--- src/rtl/instr_fetch_unit.sv ---
// Instruction fetch unit: PC, combinational imem read, prefetch FIFO, redirect.
// Optional IFU_MISALIGN_CHK_EN: flag and halt fetch on misaligned redirect.
module instr_fetch_unit #(
  parameter int          IMEM_W     = 14,
  parameter logic [31:0] RESET_PC   = 32'h0,
  parameter int          FIFO_DEPTH = 2
) (
  input  logic              clk_i,
  input  logic              rst_ni,
  output logic [IMEM_W-1:0] imem_paddr_o,
  input  logic [31:0]       imem_prdata_i,
  input  logic              redirect_i,
  input  logic [31:0]       redirect_pc_i,
  output logic [31:0]       instr_o,
  output logic [31:0]       pc_o,
  output logic              valid_o,
  input  logic              ready_i
`ifdef IFU_MISALIGN_CHK_EN
  ,
  output logic              misalign_o
`endif
);

  localparam int AW = $clog2(FIFO_DEPTH);
  localparam int CW = AW + 1;
  localparam logic [CW-1:0] DEPTH_C = CW'(FIFO_DEPTH);

  typedef struct packed {
    logic [31:0] pc;
    logic [31:0] instr;
  } entry_t;

  entry_t          fifo_q [FIFO_DEPTH];
  logic [31:0]     fetch_pc;
  logic [AW-1:0]   wr_ptr;
  logic [AW-1:0]   rd_ptr;
  logic [CW-1:0]   count;
  logic            fetch_en;
  logic            push;
  logic            pop;
  logic [31:0]     redir_pc;
  logic            unused_lsb;

  assign redir_pc   = {redirect_pc_i[31:2], 2'b00};
  assign unused_lsb = ^redirect_pc_i[1:0];

`ifdef IFU_MISALIGN_CHK_EN
  logic halt_q;

  // Halt persists until an aligned redirect arrives.
  always_ff @(posedge clk_i or negedge rst_ni) begin
    if (!rst_ni) begin
      halt_q <= 1'b0;
    end else if (redirect_i) begin
      halt_q <= |redirect_pc_i[1:0];
    end
  end

  assign misalign_o = halt_q;
  assign fetch_en   = !halt_q;
`else
  assign fetch_en = 1'b1;
`endif

  assign valid_o = (count != '0);
  assign pop     = valid_o & ready_i & !redirect_i;
  assign push    = !redirect_i & fetch_en &
                   ((count < DEPTH_C) | pop);

  assign imem_paddr_o = {fetch_pc[IMEM_W-1:2], 2'b00};

  assign instr_o = valid_o ? fifo_q[rd_ptr].instr : '0;
  assign pc_o    = valid_o ? fifo_q[rd_ptr].pc : '0;

  always_ff @(posedge clk_i or negedge rst_ni) begin
    if (!rst_ni) begin
      fetch_pc <= RESET_PC;
      wr_ptr   <= '0;
      rd_ptr   <= '0;
      count    <= '0;
    end else if (redirect_i) begin
      fetch_pc <= redir_pc;
      wr_ptr   <= '0;
      rd_ptr   <= '0;
      count    <= '0;
    end else begin
      if (push) begin
        fetch_pc <= fetch_pc + 32'd4;
        wr_ptr   <= wr_ptr + 1'b1;
      end
      if (pop) begin
        rd_ptr <= rd_ptr + 1'b1;
      end
      count <= count + CW'(push) - CW'(pop);
    end
  end

  // Storage needs no reset; count gates visibility.
  always_ff @(posedge clk_i) begin
    if (push) begin
      fifo_q[wr_ptr] <= '{pc: fetch_pc, instr: imem_prdata_i};
    end
  end

endmodule

--- config.mk ---
export PLATFORM = sky130hd
export DESIGN_NAME = instr_fetch_unit
export DESIGN_NICKNAME = d
export VERILOG_FILES = /design/src/rtl/instr_fetch_unit.sv
export SDC_FILE = /design/constraint.sdc
export NUM_CORES = 1
export LEC_CHECK = 0
export CAP_MARGIN = 20
export CELL_PAD_IN_SITES_DETAIL_PLACEMENT = 1
export CELL_PAD_IN_SITES_GLOBAL_PLACEMENT = 1
export CORE_MARGIN = 5
export CORE_UTILIZATION = 38
export CTS_BUF_LIST = sky130_fd_sc_hd__clkbuf_4
export CTS_CLUSTER_SIZE = 8
export DETAILED_ROUTE_END_ITERATION = 10
export GPL_TIMING_DRIVEN = 0
export PLACE_DENSITY_LB_ADDON = 0.1
export SETUP_SLACK_MARGIN = 0.05
export SYNTH_ARGS = -nofsm -noshare
export SYNTH_HDL_FRONTEND = slang
export SYNTH_SLANG_ARGS = --single-unit
--- constraint.sdc ---
create_clock -name clk_i -period 4.27 [get_ports clk_i]
set_clock_uncertainty 0.1 [all_clocks]
set_input_delay 1.0675 -clock clk_i [delete_from_list [all_inputs] [get_ports clk_i]]
set_output_delay 1.0675 -clock clk_i [all_outputs]
set_load 0.01 [all_outputs]
==> results.sh <==
export IMPL_status="completed"
export IMPL_htree_num_levels=4
export IMPL_fin_crit_sh=0.896
export IMPL_initial_utilization=0.389
export IMPL_synth_most_common_cell="edfxtp_1"
export IMPL_syn_inst=507
export IMPL_hp_class="reg2reg"
export IMPL_worst_setup_path_start_kind="flip-flop"
export IMPL_power_density_nw_per_um2=498
export IMPL_cts_made_buffers=17
export IMPL_synth_edf_count=124
export IMPL_finalSetupTns_ps=0
export IMPL_antenna_left=0
export IMPL_syn_avg_cell_area_um2=13.4
export IMPL_drcViolationCount=0
export IMPL_top_usage_layer="met2"
export IMPL_dr_pass1_iters=4
export IMPL_critPathRequiredTime_ps=3100
export IMPL_worst_setup_path_end_kind="output pin"
export IMPL_synth_commonest_cells="124 x edfxtp_1, 85 x nor2_1, 63 x mux2i_1"
export IMPL_fmax_mhz=261
export IMPL_grt_total_usage=0.166
export IMPL_final_nets=743
export IMPL_grt_pass1_wl_mm=26.3
export IMPL_synth_top_area_cell="edfxtp_1"
export IMPL_use_met1=0.215
export IMPL_gr_usage_met2=0.283
export IMPL_layout_cells_non_filler=911
export IMPL_grt_pass1_vias=4972
export IMPL_rrSetupSlack_ps=1630
export IMPL_finalHoldViolCount=0
export IMPL_hold_path_depth=0
export IMPL_r2r_cells=5
export IMPL_setup_viol_count_final=0
export IMPL_grt_max_degree=35
export IMPL_layout_min_cycle_time_ps=3820
export IMPL_critical_path_arrival_ps=2660
export IMPL_clkTransAtPathRegs_ps=130
export IMPL_core_um2=17400
export IMPL_ys_seq_area_frac=0.675
export IMPL_clock_sinks=158
export IMPL_dieArea_um2=20600
export IMPL_drt_total_wl_mm=16.6
export IMPL_rr_endpoint="fetch_pc[27]$_DFFE_PN0P_"
export IMPL_cts_root_buffer="clkbuf_4"
export IMPL_rows=48
export IMPL_portBuffers=139
export IMPL_critical_path_peak_fanout=10
export IMPL_syn2layout_area_growth_pct=30.5
export IMPL_cts_tree="done"
export IMPL_drt_iter0_drc=181
export IMPL_r2r_start="fetch_pc[2]$_DFFE_PN0P_"
export IMPL_whs_endpoint="fifo_q[0][63]$_DFFE_PP_"
export IMPL_clockBufferDepth=2
export IMPL_grt_overflow_total=0
export IMPL_io_pins=147
export IMPL_drive_above_1_share=0.0978
export IMPL_netlist_top_cells_area="edfxtp_1 55%, dfrtp_1 13%, mux2i_1 9.3%, nor2_1 4.7%, xnor2_1 1.8%"
export IMPL_vias=4575
export IMPL_holdBufCountCts=0
export IMPL_synthFlopType="edfxtp_1"
export IMPL_synth_async_reset_ratio=0.215
export IMPL_ys_ff_latch=158
export IMPL_place_hpwl_mm=12.1
export IMPL_hp_start="fetch_pc[31]$_DFFE_PN0P_"
export IMPL_viasPerCell=5.02
export IMPL_post_cts_repair_setup_buffers=0
export IMPL_yosysWarnings=0
export IMPL_gp_congestion=0.789
export IMPL_hold_ws_ps=455
export IMPL_ir_drop_mv=0.169
export IMPL_synth_top_area_share=0.550
export IMPL_slew_viol_final=0
export IMPL_die_w_um=144
export IMPL_place_inst=878
export IMPL_fillerInstances=1797
export IMPL_leakagePower_nw=3.02
export IMPL_cap_viol_max_count=0
export IMPL_worst_slew_pin_slew_ps=813
export IMPL_antenna_found_initial=1
export IMPL_netlist_area_um2=6770
export IMPL_grt_use_met3=0.0346
export IMPL_die_y_um=144
export IMPL_critPathKind="reg2out"
export IMPL_rsz0062_at_grt="no"
export IMPL_wl_per_cell_um=18.2
export IMPL_yosysUniqueCellTypes=40
export IMPL_clkLatencyLatePin_ps=540
export IMPL_relSlewSlack=0.458
-- state kept, by name, summed over array words and instances (netlist names) --
signal	flops
fifo_q	124
count	2
fetch_pc	30
rd_ptr	1
wr_ptr	1
-- area by class of cell --
cell class                 count  area, um^2  area share
inverter                      10        37.5     0.00425
clock buffer                  19         143      0.0161
clock inverter                13         126      0.0143
timing repair buffer         143        1470       0.167
tap                          225         282      0.0319
antenna                        1        2.50    0.000283
multi-input combinational    299        1960       0.222
buffer                        43         236      0.0268
sequential                   158        4570       0.518
-- repair_timing --
action                     4_1_cts  5_1_grt
setup endpoints to repair        5       59
hold endpoints to repair         0        0
resized for setup                1        7
-- power by group --
part           switching [mW]  internal, mW
combinational           0.775         0.760
sequential              0.112          1.89
clock                   0.512         0.352
total                    1.40          3.00
-- cells in the final DEF (no fill, tap or decap), types with 2 or more instances in the layout --
| cell | count |
|---|---|
| nor2_1 | 82 |
| buf_12 | 3 |
| nor2_4 | 2 |
| bufinv_16 | 2 |
| clkinv_1 | 2 |
| o41ai_1 | 2 |
| o21ai_0 | 15 |
| edfxtp_1 | 124 |
| o31ai_1 | 11 |
| nand4_1 | 7 |
| xnor2_1 | 14 |
| inv_1 | 10 |
| or4_1 | 13 |
| conb_1 | 4 |
| buf_4 | 16 |
| or2_2 | 2 |
| nor2b_1 | 2 |
| clkbuf_4 | 19 |
| o31a_1 | 2 |
| nor4_1 | 2 |
| a211oi_1 | 6 |
| clkinv_2 | 4 |
| or3_1 | 3 |
| clkinvlp_4 | 4 |
| clkbuf_1 | 20 |
| clkbuf_2 | 6 |
| dfrtp_1 | 34 |
| nand2b_1 | 2 |
| xor2_1 | 2 |
| and4_1 | 2 |
| ha_1 | 3 |
| clkdlybuf4s50_1 | 138 |
| nand3_1 | 7 |
| mux2i_1 | 63 |
| a2111oi_0 | 2 |
| a31oi_1 | 16 |
| nand2_1 | 24 |
-- worst max-delay path, stage by stage, from the launching register on --
cell and delay, ps:
dfrtp_1 340, clkbuf_1 490, clkbuf_2 440, mux2i_1 250, nor2_1 60, clkdlybuf4s50_1 550
-- cells by family after synthesis --
logic type                 after synthesis  share of synthesized area
xor gates and xnor gates                16                     0.0207
buffers and inverters                   53                     0.0393
other                                    1                   0.000554
adders and majority gates                3                    0.00554
and+or+nand+nor                        156                      0.110
AOI/OAI and AO/OA                       57                     0.0556
muxes                                   63                     0.0931
DFF                                    158                      0.675
-- routing by layer --
metal | vias to the layer above | share of wire
li1 | 2193 | -
met1 | 2256 | 0.45
met2 | 106 | 0.50
met3 | 20 | 0.041
met4 | 0 | 0.012
met5 | - | 0
-- metrics by stage --
stage	cell area, um^2	power [mW]	util	worst slack [ps]
after floorplan	6790	2.78	-	-466
after global placement	8460	3.55	0.486	-2720
after detailed placement	8560	3.61	0.491	681
after CTS	8830	4.48	0.507	92.9
after global routing	8840	4.67	0.507	142
final	8840	4.40	0.507	445
-- worst max-delay path by stage --
| stage | start | to | slack, ps | cells after the start |
|---|---|---|---|---|
| 6_report | rd_ptr$_DFFE_PN0P_ | pc_o[15] | 450 | 5 |
| 5_1_grt | count[1]$_DFF_PN0_ | pc_o[15] | 140 | 4 |
| 4_1_cts | rd_ptr$_DFFE_PN0P_ | pc_o[3] | 90 | 5 |
| 3_5_place_dp | count[1]$_DFF_PN0_ | pc_o[14] | 680 | 4 |
| 3_3_place_gp | ready_i | fifo_q[1][0]$_DFFE_PP_ | -2720 | 4 |
| 2_1_floorplan | redirect_i | fifo_q[0][0]$_DFFE_PP_ | -470 | 3 |
Power figures use the tool's default switching activity.
